### config.mk
export PLATFORM = sky130hd
export DESIGN_NAME = reg_file_wb_flat
export DESIGN_NICKNAME = d
export VERILOG_FILES = /design/src/rtl/reg_file_wb_if.sv /design/src/rtl/reg_file_wb.sv /design/src/flat_wrapper.sv
export SDC_FILE = /design/constraint.sdc
export NUM_CORES = 1
export LEC_CHECK = 0
export ABC_AREA = 1
export BUFFER_PORTS_ARGS = -buffer_cell sky130_fd_sc_hd__buf_2
export CAP_MARGIN = 20
export CORE_ASPECT_RATIO = 1.2
export CORE_MARGIN = 3
export CORE_UTILIZATION = 65
export CTS_CLUSTER_SIZE = 20
export DETAILED_ROUTE_END_ITERATION = 6
export PLACE_DENSITY_LB_ADDON = 0.1
export SYNTH_ARGS = -nofsm -noshare
export SYNTH_HDL_FRONTEND = slang
export SYNTH_SLANG_ARGS = --single-unit
### constraint.sdc
create_clock -name clk -period 15.1 [get_ports clk]
set_clock_uncertainty 0.15 [all_clocks]
set_input_delay 1.51 -clock clk [delete_from_list [all_inputs] [get_ports clk]]
set_output_delay 1.51 -clock clk [all_outputs]
set_load 0.03 [all_outputs]
### src/rtl/reg_file_wb_if.sv
// Writeback/read bus between the EXE/WB path, the decode stage and the register file.
// ren is a one-shot request with no ready: the file accepts every request, and rvalid
// pulses for exactly one cycle, one edge after ren was sampled high.
interface reg_file_wb_if #(
  parameter int DSIZE = 16,
  parameter int ASIZE = 3
);
  logic             wen;
  logic [ASIZE-1:0] waddr;
  logic [DSIZE-1:0] wdata;
  logic             ren;
  logic [ASIZE-1:0] raddr_a;
  logic [ASIZE-1:0] raddr_b;
  logic [DSIZE-1:0] rdata_a;
  logic [DSIZE-1:0] rdata_b;
  logic             rvalid;

  modport master (
    output wen, waddr, wdata, ren, raddr_a, raddr_b,
    input  rdata_a, rdata_b, rvalid
  );

  modport slave (
    input  wen, waddr, wdata, ren, raddr_a, raddr_b,
    output rdata_a, rdata_b, rvalid
  );
endinterface

### src/rtl/reg_file_wb.sv
// Architectural register file with two registered read ports and write-first bypass.
// Register 0 reads as zero and ignores writes.
module reg_file_wb #(
  parameter int DSIZE = 16,
  parameter int ASIZE = 3
) (
  input logic         clk,
  input logic         rst,
  reg_file_wb_if.slave bus
);
  localparam int NREG = 1 << ASIZE;

  logic [DSIZE-1:0] mem [NREG];
  logic [DSIZE-1:0] rd_a;
  logic [DSIZE-1:0] rd_b;

  // Bypass first, then the r0 override so address 0 wins even against a same-cycle write.
  always_comb begin
    rd_a = mem[bus.raddr_a];
    if (bus.wen && (bus.waddr == bus.raddr_a)) rd_a = bus.wdata;
    if (bus.raddr_a == '0) rd_a = '0;

    rd_b = mem[bus.raddr_b];
    if (bus.wen && (bus.waddr == bus.raddr_b)) rd_b = bus.wdata;
    if (bus.raddr_b == '0) rd_b = '0;
  end

  always_ff @(posedge clk or posedge rst) begin
    if (rst) begin
      for (int i = 0; i < NREG; i++) mem[i] <= '0;
    end else if (bus.wen && (bus.waddr != '0)) begin
      mem[bus.waddr] <= bus.wdata;
    end
  end

  always_ff @(posedge clk or posedge rst) begin
    if (rst) begin
      bus.rdata_a <= '0;
      bus.rdata_b <= '0;
      bus.rvalid  <= 1'b0;
    end else begin
      bus.rvalid <= bus.ren;
      if (bus.ren) begin
        bus.rdata_a <= rd_a;
        bus.rdata_b <= rd_b;
      end
    end
  end
endmodule

### src/flat_wrapper.sv
// flat-port wrapper written by rule: the top's interface ports become plain ports
module reg_file_wb_flat 
#(
  parameter int DSIZE = 16,
  parameter int ASIZE = 3
)
  (clk, rst, bus_wen, bus_waddr, bus_wdata, bus_ren, bus_raddr_a, bus_raddr_b, bus_rdata_a, bus_rdata_b, bus_rvalid);
  reg_file_wb_if #(.DSIZE(DSIZE), .ASIZE(ASIZE)) bus_i ();
  input logic clk;
  input logic rst;
  input wire logic [$bits(bus_i.wen)-1:0] bus_wen;
  input wire logic [$bits(bus_i.waddr)-1:0] bus_waddr;
  input wire logic [$bits(bus_i.wdata)-1:0] bus_wdata;
  input wire logic [$bits(bus_i.ren)-1:0] bus_ren;
  input wire logic [$bits(bus_i.raddr_a)-1:0] bus_raddr_a;
  input wire logic [$bits(bus_i.raddr_b)-1:0] bus_raddr_b;
  output wire logic [$bits(bus_i.rdata_a)-1:0] bus_rdata_a;
  output wire logic [$bits(bus_i.rdata_b)-1:0] bus_rdata_b;
  output wire logic [$bits(bus_i.rvalid)-1:0] bus_rvalid;
  assign bus_i.wen = bus_wen;
  assign bus_i.waddr = bus_waddr;
  assign bus_i.wdata = bus_wdata;
  assign bus_i.ren = bus_ren;
  assign bus_i.raddr_a = bus_raddr_a;
  assign bus_i.raddr_b = bus_raddr_b;
  assign bus_rdata_a = bus_i.rdata_a;
  assign bus_rdata_b = bus_i.rdata_b;
  assign bus_rvalid = bus_i.rvalid;
  reg_file_wb #(.DSIZE(DSIZE), .ASIZE(ASIZE)) u_core (.clk(clk), .rst(rst), .bus(bus_i));
endmodule
==> run_results.csv <==
group,metric,value,unit
placed_design,dp_cells,1362,
sta,hold-worst-slack,0.253,ns
sta,slew_violations,0,
sta,fin_ws,10.98,ns
power,p_total,1.28,mW
worst_setup_path,crit_required,15.32,ns
clock_network,cts_sinks,161,
placed_design,io_buffers,61,
floorplanning,dieWidth,112,um
sta,rsz0062_at_grt,"false",
sta,fmax,243,MHz
synthesis,synth.most_common_cell,"nand2_1",
global_routing,grt.total_usage,0.361,
synthesis,synth_fa_ha_area_frac,0,
synthesis,synth_cell_types,21,
final_layout,final_net_count,1247,
sta,setup_tns,0,ns
clock_network,clockRootBuffer,"clkbuf_16",
worst_setup_path,critPathKind,"in2reg",
routing,dr.pass1.iters,7,
clock_network,cts-buffers-inserted,17,
worst_setup_path,max_stage_delay,0.59,ns
worst_setup_path,slowest_stage,"buf_4",
routing,vias_per_cell,6.16,
synthesis,syn_area,0.00869,mm2
outcome,status,"completed",
final_layout,fin_area,0.00951,mm2
synthesis,synth_top_cell_area_share,0.463,
global_routing,grt_max_degree,82,
sta,setup_viol,0,
final_layout,multi_input_area,0.00398,mm2
floorplanning,io_pins,62,
worst_hold_path,hold_depth,0,
synthesis,synth-edff-count,0,
flow_run,drv_cap,0,
synthesis,yosys_warnings,0,
routing,wl_per_cell,19.0,um
placed_design,place.gp.congestion,0.876,
power,power_leakage,4.93,nW
final_layout,area_growth,9.41,%
synthesis,ys_top_cells_by_count,"nand2_1, nand3_1, dfrtp_1",
synthesis,syn-instance-count,1219,
final_layout,drive_gt1_frac,0.107,
final_layout,antenna_cells,0,
clock_network,post_cts_resized,0,
worst_setup_path,crit_path_frequent_cell,"nand2_1",
worst_setup_path,rrSetupSlack,13.87,ns
floorplanning,floorplan.initialDensity,0.674,
floorplanning,dieArea,0.0148,mm2
sta,min_period,4.12,ns
worst_setup_path,end_kind,"flop",
synthesis,synthFlopType,"dfrtp_1",
global_routing,grt_pass1_wl,42.2,mm
worst_setup_path,arrival,4.34,ns
synthesis,synth_top_cell_by_area,"dfrtp_1",
clock_network,postCtsHoldBufs,0,
final_layout,layoutNonFillerInstCount,1393,
synthesis,synth_seq_area_share,0.463,
power,vdd_ir_drop_max,0.0923,mV
clock_network,postCtsSetupBuffers,0,
clock_network,clk_latency,0.43,ns
synthesis,yosys.area_share.simple,0.389,
sta,tightest_slew,1.08,ns
final_layout,seq_area,0.00403,mm2
routing,drt_iter0_markers,1408,
power,power_density,135,mW/mm2
placed_design,dpl_cell_area,0.00886,mm2
synthesis,ys_async_sr_fraction,1.00,
synthesis,syn_avg_cell_area,7.13,um2
synthesis,synth_mux_area_frac,0,
synthesis,synth-seq-cells,161,
clock_network,cts_max_path_buffers,2,
floorplanning,core-area,0.0129,mm2
global_routing,overflow,0,
worst_hold_path,min-delay-start,"u_core.mem[127]",
routing,wirelength,26.4,mm
sta,hold_viol,0,
clock_network,cts_tree,"built",
routing,num_vias,8577,
sta,min_period_over_period,0.273,
final_layout,fill_cells,1028,
clock_network,htreeDepth,4,
worst_setup_path,r2r_cells,6,
worst_setup_path,crit_chain,"buf_2 -> buf_4 -> inv_2 -> buf_4 -> nand2_1 -> nand2_1 -> nor2_4 -> nand2_4 -> nand3_1 -> nand2_1 -> nand2_1",
floorplanning,die_h,133,um
placed_design,dp_slack,10.68,ns
worst_setup_path,crit_fanout,66,
global_routing,first_global_vias,7834,
worst_setup_path,r2r_start,"u_core.mem[22]",
worst_hold_path,hold_path.class,"reg2reg",
clock_network,clkTransAtPathRegs,0.06,ns
floorplanning,rows,45,
synthesis,synth-compound-area-share,0.0684,
worst_setup_path,start_kind,"input port",
synthesis,syn_nets,1248,
final_layout,final_core_util,0.738,
worst_hold_path,holdPathEnd,"u_core.mem[127]",
routing,drc,0,
placed_design,dpl.hpwl,15.1,mm
synthesis,synth_area_leaders,"dfrtp_1, nand2_1, nand3_1",
sta,maxSlewHeadroom,0.278,
routing,ant_nets,0,
worst_setup_path,reg2reg_to,"u_core.bus.rdata_b[6]",
synthesis,synth_top_family_by_area,"simple AND/OR/NAND/NOR gates",
global_routing,antenna_found_initial,0,
synthesis,synthXorXnorAreaFrac,0,
## flip-flops by register name (all words and copies together) (netlist names)
| signal | cells |
|---|---|
| u_core.mem | 128 |
| u_core.bus.rdata_b | 16 |
| u_core.bus.rvalid | 1 |
| u_core.bus.rdata_a | 16 |
## cells in the final DEF, fill, tap and decap left out, types with 2 or more instances in the layout
cell / n
inv_4: 3
dfrtp_1: 161
clkbuf_8: 4
o21ai_0: 57
inv_1: 50
o21ai_1: 39
nand2_4: 2
a21oi_1: 16
nor2_1: 21
buf_4: 14
bufinv_16: 4
clkbuf_16: 17
inv_2: 7
nand3_2: 10
nand2_1: 501
buf_2: 61
nor2_4: 4
clkbuf_1: 4
nand3_1: 248
## power breakdown
part / switching [mW] / internal (mW)
Clock: 0.168 / 0.293
Sequential: 0.0617 / 0.503
Combinational: 0.170 / 0.0857
## how the worst max path moves through the flow
stage                    from                      to  slack [ns]
4_1_cts        bus_raddr_a[0]   u_core.bus.rdata_a[4]       11.09
2_1_floorplan             rst   u_core.bus.rdata_a[0]        9.09
6_report       bus_raddr_a[0]  u_core.bus.rdata_a[11]       10.98
3_5_place_dp   bus_raddr_a[0]   u_core.bus.rdata_a[2]       10.68
3_3_place_gp   bus_raddr_a[0]   u_core.bus.rdata_a[0]       10.70
5_1_grt        bus_raddr_a[0]   u_core.bus.rdata_a[4]       10.87
## logic make-up (layout without fill, tap and decap cells)
family | Yosys count | after routing
simple gates | 787 | 787
compound gates | 114 | 114
flops | 161 | 161
buf+inv | 157 | 167
## worst max-delay path: cells and delay by family
kind | cells | cell delay, ns
AND/OR/NAND/NOR | 7 | 1.23
buffers and inverters | 4 | 1.53
## layer usage
layer	track usage	wire length, um	part of all wire
met3	0.0677	2970	0.11
met5	0	0	0
met1	0.498	10200	0.39
met2	0.550	12100	0.46
met4	0.183	1110	0.042
## final cells by class
type / instances / share of cell area
clock inverters: 5 / 0.0132
well taps: 164 / 0.0216
inverters: 61 / 0.0254
repair buffers: 76 / 0.0460
multi-input cells: 901 / 0.418
flip-flops and latches: 161 / 0.424
clock buffers: 25 / 0.0521
(Power assumes the default switching activity.)
